### src/rtl/multicycle_controller.sv
// ============================================================================
// multicycle_controller
// ----------------------------------------------------------------------------
// Control unit of the tinymips multicycle datapath.
//
// A Moore FSM steps each instruction through the fetch, decode, execute,
// memory and writeback phases. It drives the datapath mux selects and the
// write enables. An embedded ALU decoder turns the phase's ALU operation
// class plus the instruction funct field into the 3-bit alucontrol code.
//
// Ports
//   clk         in   1  system clock, rising edge
//   reset_n     in   1  asynchronous active-low reset
//   op          in   6  instr[31:26] from the instruction register
//   funct       in   6  instr[5:0] from the instruction register
//   zero        in   1  ALU zero flag (used in the branch states)
//   iord        out  1  memory address select: 0=PC, 1=ALUOut
//   memwrite    out  1  data memory write enable
//   irwrite     out  1  instruction register load enable
//   regwrite    out  1  register file write enable
//   regdst      out  1  destination register: 0=rt, 1=rd
//   memtoreg    out  1  writeback data: 0=ALUOut, 1=memory data
//   alusrca     out  1  ALU A: 0=PC, 1=rs
//   alusrcb     out  2  ALU B: 00=rt, 01=4, 10=signimm, 11=signimm<<2
//   pcsrc       out  2  next PC: 00=ALUResult, 01=ALUOut, 10=jump target
//   pcen        out  1  PC load enable
//   alucontrol  out  3  ALU operation code
//   state       out  4  current FSM state (monitor/debug)
//
// Configuration
//   TINYMIPS_BNE_EN : when defined, adds bne (op 000101) through state
//                     BNEEX (12). When undefined, bne decodes as an unknown
//                     opcode and acts as a NOP.
// ============================================================================
module multicycle_controller (
    input  logic       clk,
    input  logic       reset_n,
    input  logic [5:0] op,
    input  logic [5:0] funct,
    input  logic       zero,
    output logic       iord,
    output logic       memwrite,
    output logic       irwrite,
    output logic       regwrite,
    output logic       regdst,
    output logic       memtoreg,
    output logic       alusrca,
    output logic [1:0] alusrcb,
    output logic [1:0] pcsrc,
    output logic       pcen,
    output logic [2:0] alucontrol,
    output logic [3:0] state
);

    // ------------------------------------------------------------------
    // Opcode and funct encodings (MIPS subset)
    // ------------------------------------------------------------------
    localparam logic [5:0] OP_RTYPE = 6'b000000;
    localparam logic [5:0] OP_J     = 6'b000010;
    localparam logic [5:0] OP_BEQ   = 6'b000100;
    localparam logic [5:0] OP_BNE   = 6'b000101;
    localparam logic [5:0] OP_ADDI  = 6'b001000;
    localparam logic [5:0] OP_LW    = 6'b100011;
    localparam logic [5:0] OP_SW    = 6'b101011;

    localparam logic [5:0] FN_ADD   = 6'b100000;
    localparam logic [5:0] FN_SUB   = 6'b100010;
    localparam logic [5:0] FN_AND   = 6'b100100;
    localparam logic [5:0] FN_OR    = 6'b100101;
    localparam logic [5:0] FN_SLT   = 6'b101010;

    // ALU operation class chosen by each state; the ALU decoder refines it.
    localparam logic [1:0] ALUOP_ADD   = 2'b00;
    localparam logic [1:0] ALUOP_SUB   = 2'b01;
    localparam logic [1:0] ALUOP_FUNCT = 2'b10;

    localparam logic [2:0] ALU_AND  = 3'b000;
    localparam logic [2:0] ALU_OR   = 3'b001;
    localparam logic [2:0] ALU_ADD  = 3'b010;
    localparam logic [2:0] ALU_NONE = 3'b011;
    localparam logic [2:0] ALU_SUB  = 3'b110;
    localparam logic [2:0] ALU_SLT  = 3'b111;

    // BNEEX is always part of the type. It is only reachable when
    // TINYMIPS_BNE_EN is defined.
    typedef enum logic [3:0] {
        FETCH   = 4'd0,
        DECODE  = 4'd1,
        MEMADR  = 4'd2,
        MEMRD   = 4'd3,
        MEMWB   = 4'd4,
        MEMWR   = 4'd5,
        RTYPEEX = 4'd6,
        RTYPEWB = 4'd7,
        BEQEX   = 4'd8,
        ADDIEX  = 4'd9,
        ADDIWB  = 4'd10,
        JEX     = 4'd11,
        BNEEX   = 4'd12
    } state_e;

    state_e     state_q;
    state_e     state_d;

    // Raw per-state controls, before reset gating and ALU decoding
    logic       pcWrite;
    logic       branchEq;
    logic       branchNe;
    logic       irWriteRaw;
    logic       regWriteRaw;
    logic       memWriteRaw;
    logic [1:0] aluOp;

    // ------------------------------------------------------------------
    // State register: the only sequential element in the block
    // ------------------------------------------------------------------
    always_ff @(posedge clk or negedge reset_n) begin
        if (!reset_n) begin
            state_q <= FETCH;
        end else begin
            state_q <= state_d;
        end
    end

    // ------------------------------------------------------------------
    // Next-state logic
    // ------------------------------------------------------------------
    always_comb begin
        state_d = FETCH;
        case (state_q)
            FETCH:   state_d = DECODE;
            DECODE: begin
                case (op)
                    OP_LW,
                    OP_SW:    state_d = MEMADR;
                    OP_RTYPE: state_d = RTYPEEX;
                    OP_BEQ:   state_d = BEQEX;
                    OP_ADDI:  state_d = ADDIEX;
                    OP_J:     state_d = JEX;
`ifdef TINYMIPS_BNE_EN
                    OP_BNE:   state_d = BNEEX;
`endif
                    // Unknown opcodes retire as a NOP with no writes.
                    default:  state_d = FETCH;
                endcase
            end
            // Only lw and sw reach MEMADR, so anything that is not sw is lw.
            MEMADR:  state_d = (op == OP_SW) ? MEMWR : MEMRD;
            MEMRD:   state_d = MEMWB;
            RTYPEEX: state_d = RTYPEWB;
            ADDIEX:  state_d = ADDIWB;
            // Writeback, branch and jump states, plus unused encodings,
            // all return to FETCH.
            default: state_d = FETCH;
        endcase
    end

    // ------------------------------------------------------------------
    // Moore outputs: every control defaults to 0 (ALU op = add)
    // ------------------------------------------------------------------
    always_comb begin
        iord        = 1'b0;
        memWriteRaw = 1'b0;
        irWriteRaw  = 1'b0;
        regWriteRaw = 1'b0;
        regdst      = 1'b0;
        memtoreg    = 1'b0;
        alusrca     = 1'b0;
        alusrcb     = 2'b00;
        pcsrc       = 2'b00;
        pcWrite     = 1'b0;
        branchEq    = 1'b0;
        branchNe    = 1'b0;
        aluOp       = ALUOP_ADD;
        case (state_q)
            FETCH: begin
                irWriteRaw = 1'b1;
                pcWrite    = 1'b1;
                alusrcb    = 2'b01;
            end
            DECODE: begin
                // Precompute the branch target into ALUOut.
                alusrcb = 2'b11;
            end
            MEMADR: begin
                alusrca = 1'b1;
                alusrcb = 2'b10;
            end
            MEMRD: begin
                iord = 1'b1;
            end
            MEMWB: begin
                regWriteRaw = 1'b1;
                memtoreg    = 1'b1;
            end
            MEMWR: begin
                iord        = 1'b1;
                memWriteRaw = 1'b1;
            end
            RTYPEEX: begin
                alusrca = 1'b1;
                aluOp   = ALUOP_FUNCT;
            end
            RTYPEWB: begin
                regWriteRaw = 1'b1;
                regdst      = 1'b1;
            end
            BEQEX: begin
                alusrca  = 1'b1;
                aluOp    = ALUOP_SUB;
                branchEq = 1'b1;
                pcsrc    = 2'b01;
            end
            ADDIEX: begin
                alusrca = 1'b1;
                alusrcb = 2'b10;
            end
            ADDIWB: begin
                regWriteRaw = 1'b1;
            end
            JEX: begin
                pcsrc   = 2'b10;
                pcWrite = 1'b1;
            end
`ifdef TINYMIPS_BNE_EN
            BNEEX: begin
                alusrca  = 1'b1;
                aluOp    = ALUOP_SUB;
                branchNe = 1'b1;
                pcsrc    = 2'b01;
            end
`endif
            default: begin
            end
        endcase
    end

    // ------------------------------------------------------------------
    // ALU decoder
    // ------------------------------------------------------------------
    always_comb begin
        alucontrol = ALU_ADD;
        case (aluOp)
            ALUOP_ADD: alucontrol = ALU_ADD;
            ALUOP_SUB: alucontrol = ALU_SUB;
            ALUOP_FUNCT: begin
                case (funct)
                    FN_ADD:  alucontrol = ALU_ADD;
                    FN_SUB:  alucontrol = ALU_SUB;
                    FN_AND:  alucontrol = ALU_AND;
                    FN_OR:   alucontrol = ALU_OR;
                    FN_SLT:  alucontrol = ALU_SLT;
                    // ALU yields 0 for this code, so an unknown funct
                    // writes 0 to rd.
                    default: alucontrol = ALU_NONE;
                endcase
            end
            default:   alucontrol = ALU_ADD;
        endcase
    end

    // ------------------------------------------------------------------
    // Write enables are gated by reset_n. FETCH's enables therefore stay
    // quiet while reset is held, and its mux selects keep their values.
    // ------------------------------------------------------------------
    assign irwrite  = irWriteRaw  & reset_n;
    assign regwrite = regWriteRaw & reset_n;
    assign memwrite = memWriteRaw & reset_n;
    assign pcen     = (pcWrite | (branchEq & zero) | (branchNe & ~zero)) & reset_n;

    assign state    = state_q;

endmodule
### config.mk
export PLATFORM = sky130hd
export DESIGN_NAME = multicycle_controller
export DESIGN_NICKNAME = d
export VERILOG_FILES = /design/src/rtl/multicycle_controller.sv
export SDC_FILE = /design/constraint.sdc
export NUM_CORES = 1
export LEC_CHECK = 0
export CORE_MARGIN = 5
export CORE_UTILIZATION = 34
export DETAILED_ROUTE_END_ITERATION = 8
export PLACE_DENSITY = 0.75
export SETUP_SLACK_MARGIN = 0.5
export SYNTH_ARGS = -nofsm -noshare
export SYNTH_HDL_FRONTEND = slang
export SYNTH_SLANG_ARGS = --single-unit
### constraint.sdc
create_clock -name clk -period 2 [get_ports clk]
set_clock_uncertainty 0.2 [all_clocks]
set_input_delay 0.4 -clock clk [delete_from_list [all_inputs] [get_ports clk]]
set_output_delay 0.4 -clock clk [all_outputs]
set_load 0.1 [all_outputs]
==> results of run 1 <==
==> cell families after synthesis <==
logic type,Yosys count,share of synthesized area [%]
and+or+nand+nor,46,46.0
AOI/OAI and AO/OA,13,16.8
buffers and inverters,11,8.83
xor gates and xnor gates,4,5.75
DFF,4,16.4
adders and majority gates,3,6.16
==> per-stage QoR <==
step | area, µm² | util [%] | instances | setup slack (ps)
after detailed placement | 1470 | 85.9 | 158 | -294
after floorplan | 773 | - | 81 | -1310
after global placement | 1470 | 85.9 | 158 | -266
==> cells in the mapped netlist (2+ instances only) <==
master	n
and3_1	3
buf_2	4
nor2b_1	2
ha_1	3
xor2_1	2
nor2_1	11
nand3b_1	2
o21ai_0	2
dfrtp_1	4
xnor2_1	2
nand4_1	2
nand3_1	2
inv_1	6
nor3_1	8
nand2b_1	4
nand2_1	4
a21oi_1	2
==> results.sh, run 1 <==
export IMPL_status="aborted with a tool error"
export IMPL_stop_stage="4_1_cts"
export IMPL_tool_error="[ERROR DPL-0038] Utilization greater than 100%, impossible to legalize"
export IMPL_ys_flop_type="dfrtp_1"
export IMPL_synth_area_per_cell_um2=7.52
export IMPL_rows=15
export IMPL_ios=34
export IMPL_post_cts_buffers=10
export IMPL_die_x_um=52.3
export IMPL_synth_edf_count=0
export IMPL_async_flop_share_pct=100
export IMPL_cts_max_path_buffers=2
export IMPL_synth_area_um2=609
export IMPL_initial_core_util_pct=35.7
export IMPL_cts_root_buf="clkbuf_4"
export IMPL_yosys_area_top_type="dfrtp_1"
export IMPL_syn_nets=99
export IMPL_ys_ff_latch=4
export IMPL_ys_seq_area_share_pct=16.4
export IMPL_postCtsResizedCells=54
export IMPL_yosysWarnings=0
export IMPL_dp_hpwl_mm=2.01
export IMPL_synth_cells=81
export IMPL_htree_levels=1
export IMPL_synthDistinctLibCells=35
export IMPL_portBuffers=33
export IMPL_gp_congestion=0.741
export IMPL_synth_area_leaders="dfrtp_1, nor2_1, nor3_1"
export IMPL_cts_inserted_buffers=3
export IMPL_die_y_um=52.3
export IMPL_synth_top_area_share_pct=16.4
export IMPL_postCtsHoldBufs=0
export IMPL_cts_sinks=4
==> run 2: changes to the inputs <==
==> config.mk (replaced) <==
export PLATFORM = sky130hd
export DESIGN_NAME = multicycle_controller
export DESIGN_NICKNAME = d
export VERILOG_FILES = /design/src/rtl/multicycle_controller.sv
export SDC_FILE = /design/constraint.sdc
export NUM_CORES = 1
export LEC_CHECK = 0
export CORE_AREA = 5 5 66 68
export DETAILED_ROUTE_END_ITERATION = 8
export DIE_AREA = 0 0 71 73
export PLACE_DENSITY_LB_ADDON = 0.15
export SYNTH_ARGS = -nofsm -noshare
export SYNTH_HDL_FRONTEND = slang
export SYNTH_SLANG_ARGS = --single-unit
==> constraint.sdc (replaced) <==
create_clock -name clk -period 2.6 [get_ports clk]
set_clock_uncertainty 0.2 [all_clocks]
set_input_delay 0.52 -clock clk [delete_from_list [all_inputs] [get_ports clk]]
set_output_delay 0.52 -clock clk [all_outputs]
set_load 0.1 [all_outputs]
==> run 2 against run 1 <==
- the run now ends clean
- synthesized cell count is the same
- synthesized area is the same
==> results.sh, run 2 <==
export IMPL_clock_latency_ps=210
export IMPL_r2r_start="state[0]$_DFF_PN0_"
export IMPL_grt_pass1_vias=698
export IMPL_cts_tree="yes"
export IMPL_clk_pin_slew_ps=30
export IMPL_endpoint_kind="primary output"
export IMPL_insertedDiodeCount=0
export IMPL_drtIter0Drc=30
export IMPL_initial_core_util_pct=16.0
export IMPL_synth_area_um2=609
export IMPL_status="complete, no violations"
export IMPL_routed_wl_mm=1.96
export IMPL_portBuffers=33
export IMPL_antenna_found_initial=0
export IMPL_placed_area_um2=1300
export IMPL_period_needed_ps=2560
export IMPL_powerDensity_nw_per_um2=1110
export IMPL_cp_required_ps=1880
export IMPL_routedWlPerCell_um=11.6
export IMPL_post_route_period_util_pct=98.5
export IMPL_hold_viol=0
export IMPL_most_common_layout_cells="buf_12, clkdlybuf4s50_1, buf_4, nor2_1, inv_1"
export IMPL_via_count=736
export IMPL_dp_hpwl_mm=1.63
export IMPL_firstDrtPassIters=4
export IMPL_yosysMostFrequentCell="nor2_1"
export IMPL_grt_overflow=0
export IMPL_synth_area_leaders="dfrtp_1, nor2_1, nor3_1"
export IMPL_fillCellCount=389
export IMPL_syn_nets=99
export IMPL_cts_root_buf="clkbuf_8"
export IMPL_synthDistinctLibCells=35
export IMPL_drv_slew=0
export IMPL_yosysWarnings=0
export IMPL_p_leak_nw=0.506
export IMPL_final_area_um2=1370
export IMPL_synth_cells=81
export IMPL_die_y_um=73
export IMPL_ios=34
export IMPL_tightest_slew_ps=308
export IMPL_start_kind="register"
export IMPL_cts_inserted_buffers=3
export IMPL_relSlewSlack_pct=79.2
export IMPL_setup_viol=0
export IMPL_ir_drop_uv=354
export IMPL_core_area_um2=3800
export IMPL_gp_congestion=0.846
export IMPL_drive_gt1_share_pct=47.1
export IMPL_cap_viol_max_count=0
export IMPL_nets=139
export IMPL_rows=23
export IMPL_final_common_cell="buf_12"
export IMPL_via_per_inst=4.36
export IMPL_synthTopCellsByCount="nor2_1, nor3_1, inv_1"
export IMPL_worst_ep_arrival_time_ps=1840
export IMPL_ys_seq_area_share_pct=16.4
export IMPL_ant_nets=0
export IMPL_post_cts_buffers=0
export IMPL_fmax_ghz=0.390
export IMPL_yosys_area_top_type="dfrtp_1"
export IMPL_grt_pass1_wl_mm=3.06
export IMPL_ys_ff_latch=4
export IMPL_grt_start_max_net_pins=12
export IMPL_postLayoutCoreUtil_pct=35.9
export IMPL_grt_total_usage_pct=7.24
export IMPL_largest_register_ffs=4
export IMPL_synth_top_area_share_pct=16.4
export IMPL_syn2layout_area_growth_pct=124
export IMPL_dieArea_um2=5180
export IMPL_cp_max_fo=4
export IMPL_cts_sinks=4
export IMPL_startpoint="state[2]$_DFF_PN0_"
export IMPL_critical_path_class="reg2out"
export IMPL_synth_edf_count=0
export IMPL_ys_flop_type="dfrtp_1"
export IMPL_synth_area_per_cell_um2=7.52
export IMPL_htree_levels=1
export IMPL_async_flop_share_pct=100
export IMPL_postCtsHoldBufs=0
export IMPL_die_x_um=71
export IMPL_rsz0062_at_grt="yes"
export IMPL_cts_max_path_buffers=2
export IMPL_route_detailed_drc=0
export IMPL_min_path_type="reg2reg"
export IMPL_hp_start="state[3]$_DFF_PN0_"
==> run 2: cell counts after synthesis <==
Identical to the previous run, type by type.
==> run 2: critical path: stages, from the launching register on <==
cell and delay [ps]:
dfrtp_4 470, nand2b_4 170, nor3_4 230, inv_2 80
ha_4 170, a211o_4 330, buf_12 170
==> run 2: layout make-up <==
cell class	instances	area, µm²	area share [%]
repair buffers	40	523	38.3
flip-flops and latches	4	113	8.25
inverters	6	22.5	1.65
multi-input cells	66	603	44.2
well taps	50	62.6	4.58
clock buffers	3	41.3	3.02
==> run 2: timing repair <==
item                                    4_1_cts  5_1_grt
gates resized for setup                       2        1
cloned                                        0        0
endpoints found under the setup margin        1        2
pin swaps                                     0        1
==> run 2: power by group <==
part,internal [mW],switching [mW],leakage (nW)
registers,0.0927,0.0486,0.0466
logic,0.417,0.826,0.438
clock network,0.0986,0.0307,0.0216
==> run 2: stage by stage <==
step	instances	setup WS, ps	setup TNS [ps]	hold slack, ps	power [mW]
3_5_place_dp	166	70.9	0	484	1.39
5_1_grt	169	-12.9	-12.9	507	1.57
4_1_cts	169	1.36	0	489	1.53
2_1_floorplan	81	-834	-2660	24.4	1.01
3_3_place_gp	166	86.7	0	478	1.39
6_report	169	38.4	0	481	1.51
==> run 2: worst paths after layout <==
check | end | slack [ps] | depth (start not counted)
max | alucontrol[1] | 40 | 6
max reg2reg | state[2]$_DFF_PN0_ | 1080 | 4
min | state[0]$_DFF_PN0_ | 480 | 2
max in group asynchronous | state[2]$_DFF_PN0_ | 1550 | 2
min in group asynchronous | state[3]$_DFF_PN0_ | 540 | 2
min reg2reg | state[0]$_DFF_PN0_ | 480 | 2
==> run 2: per-layer routing <==
layer,part of all wire [%],global-route usage [%]
met3,7.4,2.75
met1,40,7.86
met5,0,0
met2,52,12.9
met4,0.71,2.51
==> run 2: kinds of logic after synthesis <==
| group | synth area share, % |
|---|---|
| simple gates | 46.0 |
| compound gates | 16.8 |
| buf+inv | 8.83 |
| xor+xnor | 5.75 |
| flops | 16.4 |
| fa+ha+maj | 6.16 |
Power figures use the tool's default switching activity.
==> run 3: changes to the inputs <==
==> constraint.sdc (replaced) <==
create_clock -name clk -period 3.29 [get_ports clk]
set_clock_uncertainty 0.2 [all_clocks]
set_input_delay 0.658 -clock clk [delete_from_list [all_inputs] [get_ports clk]]
set_output_delay 0.658 -clock clk [all_outputs]
set_load 0.1 [all_outputs]
==> run 3 against run 2 <==
- global-route usage is 0.42 points higher
- core utilization is 5.1 points lower
- final cell count is 3.6% lower
- critical path type unchanged
==> results.sh, run 3 (synthesized netlist as in run 2, its figures left out) <==
export IMPL_endpoint_kind="primary output"
export IMPL_firstDrtPassIters=4
export IMPL_clk_pin_slew_ps=30
export IMPL_most_common_layout_cells="clkdlybuf4s50_1, buf_4, nor2_1, buf_12, inv_1"
export IMPL_grt_total_usage_pct=7.66
export IMPL_drive_gt1_share_pct=38.1
export IMPL_rows=23
export IMPL_antenna_found_initial=0
export IMPL_status="complete, no violations"
export IMPL_initial_core_util_pct=16.0
export IMPL_worst_ep_arrival_time_ps=2000
export IMPL_fin_hold_ws_ps=416
export IMPL_cts_root_buf="clkbuf_8"
export IMPL_cts_max_path_buffers=2
export IMPL_critical_path_class="reg2out"
export IMPL_tightest_slew_ps=343
export IMPL_cp_required_ps=2430
export IMPL_gp_congestion=0.829
export IMPL_routedWlPerCell_um=12.5
export IMPL_setup_viol=0
export IMPL_ios=34
export IMPL_clock_latency_ps=220
export IMPL_min_path_type="reg2reg"
export IMPL_p_leak_nw=0.445
export IMPL_cts_inserted_buffers=3
export IMPL_cts_sinks=4
export IMPL_grt_start_max_net_pins=18
export IMPL_hold_viol=0
export IMPL_postCtsResizedCells=0
export IMPL_cts_tree="yes"
export IMPL_postLayoutCoreUtil_pct=30.8
export IMPL_dieArea_um2=5180
export IMPL_final_common_cell="clkdlybuf4s50_1"
export IMPL_grt_pass1_wl_mm=3.25
export IMPL_post_cts_buffers=0
export IMPL_ant_nets=0
export IMPL_period_needed_ps=2860
export IMPL_setup_ws_ps=434
export IMPL_die_x_um=71
export IMPL_grt_overflow=0
export IMPL_portBuffers=33
export IMPL_largest_register_ffs=4
export IMPL_via_count=698
export IMPL_route_detailed_drc=0
export IMPL_finalSetupTns_ps=0
export IMPL_wl_met2_um=980
export IMPL_die_y_um=73
export IMPL_place_ws_ps=440
export IMPL_wl_met1_um=913
export IMPL_dp_hpwl_mm=1.66
export IMPL_insertedDiodeCount=0
export IMPL_powerDensity_nw_per_um2=902
export IMPL_drtIter0Drc=21
export IMPL_htree_levels=1
export IMPL_start_kind="register"
export IMPL_fmax_ghz=0.350
export IMPL_nets=133
export IMPL_cp_max_fo=16
export IMPL_grt_pass1_vias=674
export IMPL_via_per_inst=4.28
export IMPL_cap_viol_max_count=0
export IMPL_syn2layout_area_growth_pct=92.0
export IMPL_core_area_um2=3800
export IMPL_post_route_period_util_pct=86.8
export IMPL_ir_drop_uv=281
export IMPL_routed_wl_mm=2.03
export IMPL_drv_slew=0
export IMPL_postCtsHoldBufs=0
export IMPL_relSlewSlack_pct=77.1
export IMPL_rsz0062_at_grt="no"
export IMPL_wl_met3_um=139
export IMPL_top_layer_used="met3"
[run 3: cell types whose count changed in the layout (fill, tap and decap cells not counted), moves of 2 or more]
cell    before  now
buf_12      15    8
nor3_4       4    1
ha_1         0    2
nor2_1       8   10
nor3_2       1    3
[run 3: final timing paths]
check                                     endpoint  cells past startpoint          startpoint  slack [ps]
worst max-delay path                 alucontrol[1]                      5  state[1]$_DFF_PN0_         430
worst min-delay path            state[0]$_DFF_PN0_                      1  state[3]$_DFF_PN0_         420
worst max register to register  state[2]$_DFF_PN0_                      3  state[2]$_DFF_PN0_        1900
worst min register to register  state[0]$_DFF_PN0_                      1  state[3]$_DFF_PN0_         420
max in group asynchronous       state[3]$_DFF_PN0_                      1             reset_n        2100
min in group asynchronous       state[0]$_DFF_PN0_                      1             reset_n         510
[run 3: power breakdown]
group          switching, mW  total, mW  internal, mW
registers             0.0849      0.158        0.0730
logic                  0.564      0.793         0.229
clock network         0.0256      0.104        0.0780
total                  0.675       1.05         0.380
[run 3: layout make-up]
type	instances	area, µm²
Timing Repair Buffer	34	390
Multi-Input combinational cell	66	541
Clock buffer	3	41.3
Tap cell	50	62.6
Fill cell	420	2630
Inverter	6	22.5
Sequential cell	4	113
[run 3: worst max-delay path, cell delays in order (launching register included)]
cell	delay [ps]
dfrtp_2	560
nor2b_1	210
nand2_1	120
ha_1	380
a211o_4	340
buf_12	170
[run 3: stage by stage]
stage	cells	cell area [µm²]	power, mW
after floorplan	81	713	0.762
final	163	1170	1.05
after global routing	163	1170	1.09
after global placement	160	1130	0.955
after detailed placement	160	1130	0.957
after CTS	163	1170	1.06
[run 3: per-layer routing]
layer / GRT usage [%] / up-vias
met5: 0 / -
met4: 2.51 / 0
li1: - / 357
met1: 9.57 / 318
met3: 2.34 / 0
met2: 12.6 / 23
==> run 4: changes to the inputs <==
--- a/config.mk
+++ b/config.mk
@@ -5,9 +5,10 @@
 export SDC_FILE = /design/constraint.sdc
 export NUM_CORES = 1
 export LEC_CHECK = 0
-export CORE_AREA = 5 5 66 68
+export ABC_AREA = 1
+export CORE_AREA = 2 2 63 65
 export DETAILED_ROUTE_END_ITERATION = 8
-export DIE_AREA = 0 0 71 73
+export DIE_AREA = 0 0 65 67
 export PLACE_DENSITY_LB_ADDON = 0.15
 export SYNTH_ARGS = -nofsm -noshare
 export SYNTH_HDL_FRONTEND = slang
==> run 4 against run 3 <==
- core utilization rose by 1.5 points
- worst setup slack better by 33 ps
- wire length down 11%
- critical path type is now in2out
- critical endpoint unchanged
==> results.sh, run 4 <==
export IMPL_yosysMostFrequentCell="nand2_1"
export IMPL_cap_viol_max_count=0
export IMPL_core_area_um2=3610
export IMPL_dp_hpwl_mm=1.61
export IMPL_die_y_um=67
export IMPL_ys_flop_type="dfrtp_1"
export IMPL_routed_wl_mm=1.82
export IMPL_firstDrtPassIters=4
export IMPL_postCtsHoldBufs=0
export IMPL_cpMaxStageDelayCell="clkdlybuf4s50_1"
export IMPL_crit_top_cell="nand2_1"
export IMPL_status="complete, no violations"
export IMPL_ant_nets=0
export IMPL_route_detailed_drc=0
export IMPL_die_x_um=65
export IMPL_setup_viol=0
export IMPL_placed_area_um2=1120
export IMPL_critical_path_top_delay_family="buffers and inverters"
export IMPL_fin_hold_ws_ps=474
export IMPL_worst_ep_arrival_time_ps=1970
export IMPL_synth_area_leaders="dfrtp_1, nand2_1, inv_1"
export IMPL_cts_sinks=4
export IMPL_p_leak_nw=0.521
export IMPL_insertedDiodeCount=0
export IMPL_via_per_inst=4.07
export IMPL_synth_area_um2=651
export IMPL_async_flop_share_pct=100
export IMPL_clock_latency_ps=220
export IMPL_cp_cell_sequence="clkdlybuf4s50_1, inv_1, nor2_4, nand2_1, nor2_1, nor2_1, nand2_1, nand3_1, nand2_1, nand2_2, buf_12"
export IMPL_synth_cells=105
export IMPL_start_kind="primary input"
export IMPL_gp_congestion=0.759
export IMPL_dieArea_um2=4360
export IMPL_final_common_cell="nand2_1"
export IMPL_hold_viol=0
export IMPL_most_common_layout_cells="nand2_1, inv_1, clkdlybuf4s50_1, nor2_1, buf_4"
export IMPL_initial_core_util_pct=18.0
export IMPL_grt_total_usage_pct=9.12
export IMPL_postCtsResizedCells=0
export IMPL_dp_cells=186
export IMPL_post_cts_buffers=0
export IMPL_ys_seq_area_share_pct=15.4
export IMPL_synthDistinctLibCells=21
export IMPL_rsz0062_at_grt="no"
export IMPL_critical_path_class="in2out"
export IMPL_cts_inserted_buffers=3
export IMPL_crit_buf_inv=3
export IMPL_yosys_area_top_type="dfrtp_1"
export IMPL_fin_cells=190
export IMPL_syn_nets=123
export IMPL_cts_max_path_buffers=2
export IMPL_grt_pass1_wl_mm=3.12
export IMPL_rows=22
export IMPL_cp_max_fo=7
export IMPL_final_area_um2=1160
export IMPL_htree_levels=1
export IMPL_relSlewSlack_pct=81.5
export IMPL_drive_gt1_share_pct=39.4
export IMPL_via_count=773
export IMPL_r2r_start="state[2]$_DFF_PN0_"
export IMPL_grt_start_max_net_pins=8
export IMPL_ys_ff_latch=4
export IMPL_endpoint_kind="primary output"
export IMPL_startpoint="funct[5]"
export IMPL_drtIter0Drc=8
export IMPL_portBuffers=33
export IMPL_clk_pin_slew_ps=30
export IMPL_fmax_ghz=0.354
export IMPL_grt_pass1_vias=756
export IMPL_period_needed_ps=2820
export IMPL_max_stage_delay_ps=450
export IMPL_routedWlPerCell_um=9.58
export IMPL_antenna_found_initial=0
export IMPL_finalSetupTns_ps=0
export IMPL_ir_drop_uv=569
export IMPL_synthTopCellsByCount="nand2_1, inv_1, nor2_1"
export IMPL_grt_overflow=0
export IMPL_tightest_slew_ps=280
export IMPL_drv_slew=0
export IMPL_cts_tree="yes"
export IMPL_syn2layout_area_growth_pct=79.0
export IMPL_min_path_type="in2async"
export IMPL_cts_root_buf="clkbuf_8"
export IMPL_nets=161
export IMPL_cp_required_ps=2430
export IMPL_powerDensity_nw_per_um2=860
export IMPL_yosysWarnings=0
export IMPL_synth_top_area_share_pct=15.4
export IMPL_largest_register_ffs=4
export IMPL_synth_area_per_cell_um2=6.20
export IMPL_post_route_period_util_pct=85.8
export IMPL_synth_edf_count=0
export IMPL_fillCellCount=395
export IMPL_postLayoutCoreUtil_pct=32.3
export IMPL_ios=34
run 4: cell type report:
class	instances	area, µm²	area share [%]
Timing Repair Buffer	33	370	31.8
Inverter	22	82.6	7.09
Multi-Input combinational cell	79	503	43.2
Tap cell	48	60.1	5.16
Sequential cell	4	104	8.92
Clock buffer	4	45.0	3.87
run 4: path summary, 6_finish.rpt:
kind                                      endpoint  slack, ps  cells past startpoint
worst max-delay path                 alucontrol[1]        470                     11
worst min-delay path            state[1]$_DFF_PN0_        470                      1
worst max register to register  state[2]$_DFF_PN0_       1920                      5
worst min register to register  state[2]$_DFF_PN0_        510                      3
max in group asynchronous       state[2]$_DFF_PN0_       2190                      1
min in group clk                state[2]$_DFF_PN0_        510                      3
run 4: report_power, final:
| group | internal [mW] | leakage (nW) | switching (mW) | total [mW] |
|---|---|---|---|---|
| Clock | 0.0827 | 0.0228 | 0.0251 | 0.108 |
| Sequential | 0.0665 | 0.0483 | 0.0276 | 0.0941 |
| Combinational | 0.187 | 0.450 | 0.613 | 0.800 |
run 4: stage by stage:
stage	setup WS, ps	total power [mW]
final	467	1.00
after CTS	461	1.01
after detailed placement	467	0.902
after floorplan	4.63	0.702
after global placement	473	0.901
after global routing	318	1.05
run 4: layer usage:
| layer | track usage, % | part of all wire, % | up-vias |
|---|---|---|---|
| met1 | 11.1 | 47 | 336 |
| met4 | 3.46 | 1.3 | 0 |
| met3 | 1.69 | 4.7 | 2 |
| met2 | 15.9 | 47 | 22 |
| met5 | 0 | 0 | - |
| li1 | - | - | 413 |
run 4: worst register-to-register path, stage by stage (launching register included):
cell and delay [ps]:
dfrtp_2 440, nor2_2 230, inv_2 70, nor2_2 140, nand3_1 100, nand4_1 100
run 4: cell families (layout without fill, tap and decap cells):
family,after synthesis,after routing,synth area share [%]
and+or+nand+nor,68,68,57.9
AOI/OAI and AO/OA,8,8,8.27
buffers and inverters,22,59,12.7
DFF,4,4,15.4
adders and majority gates,3,3,5.77
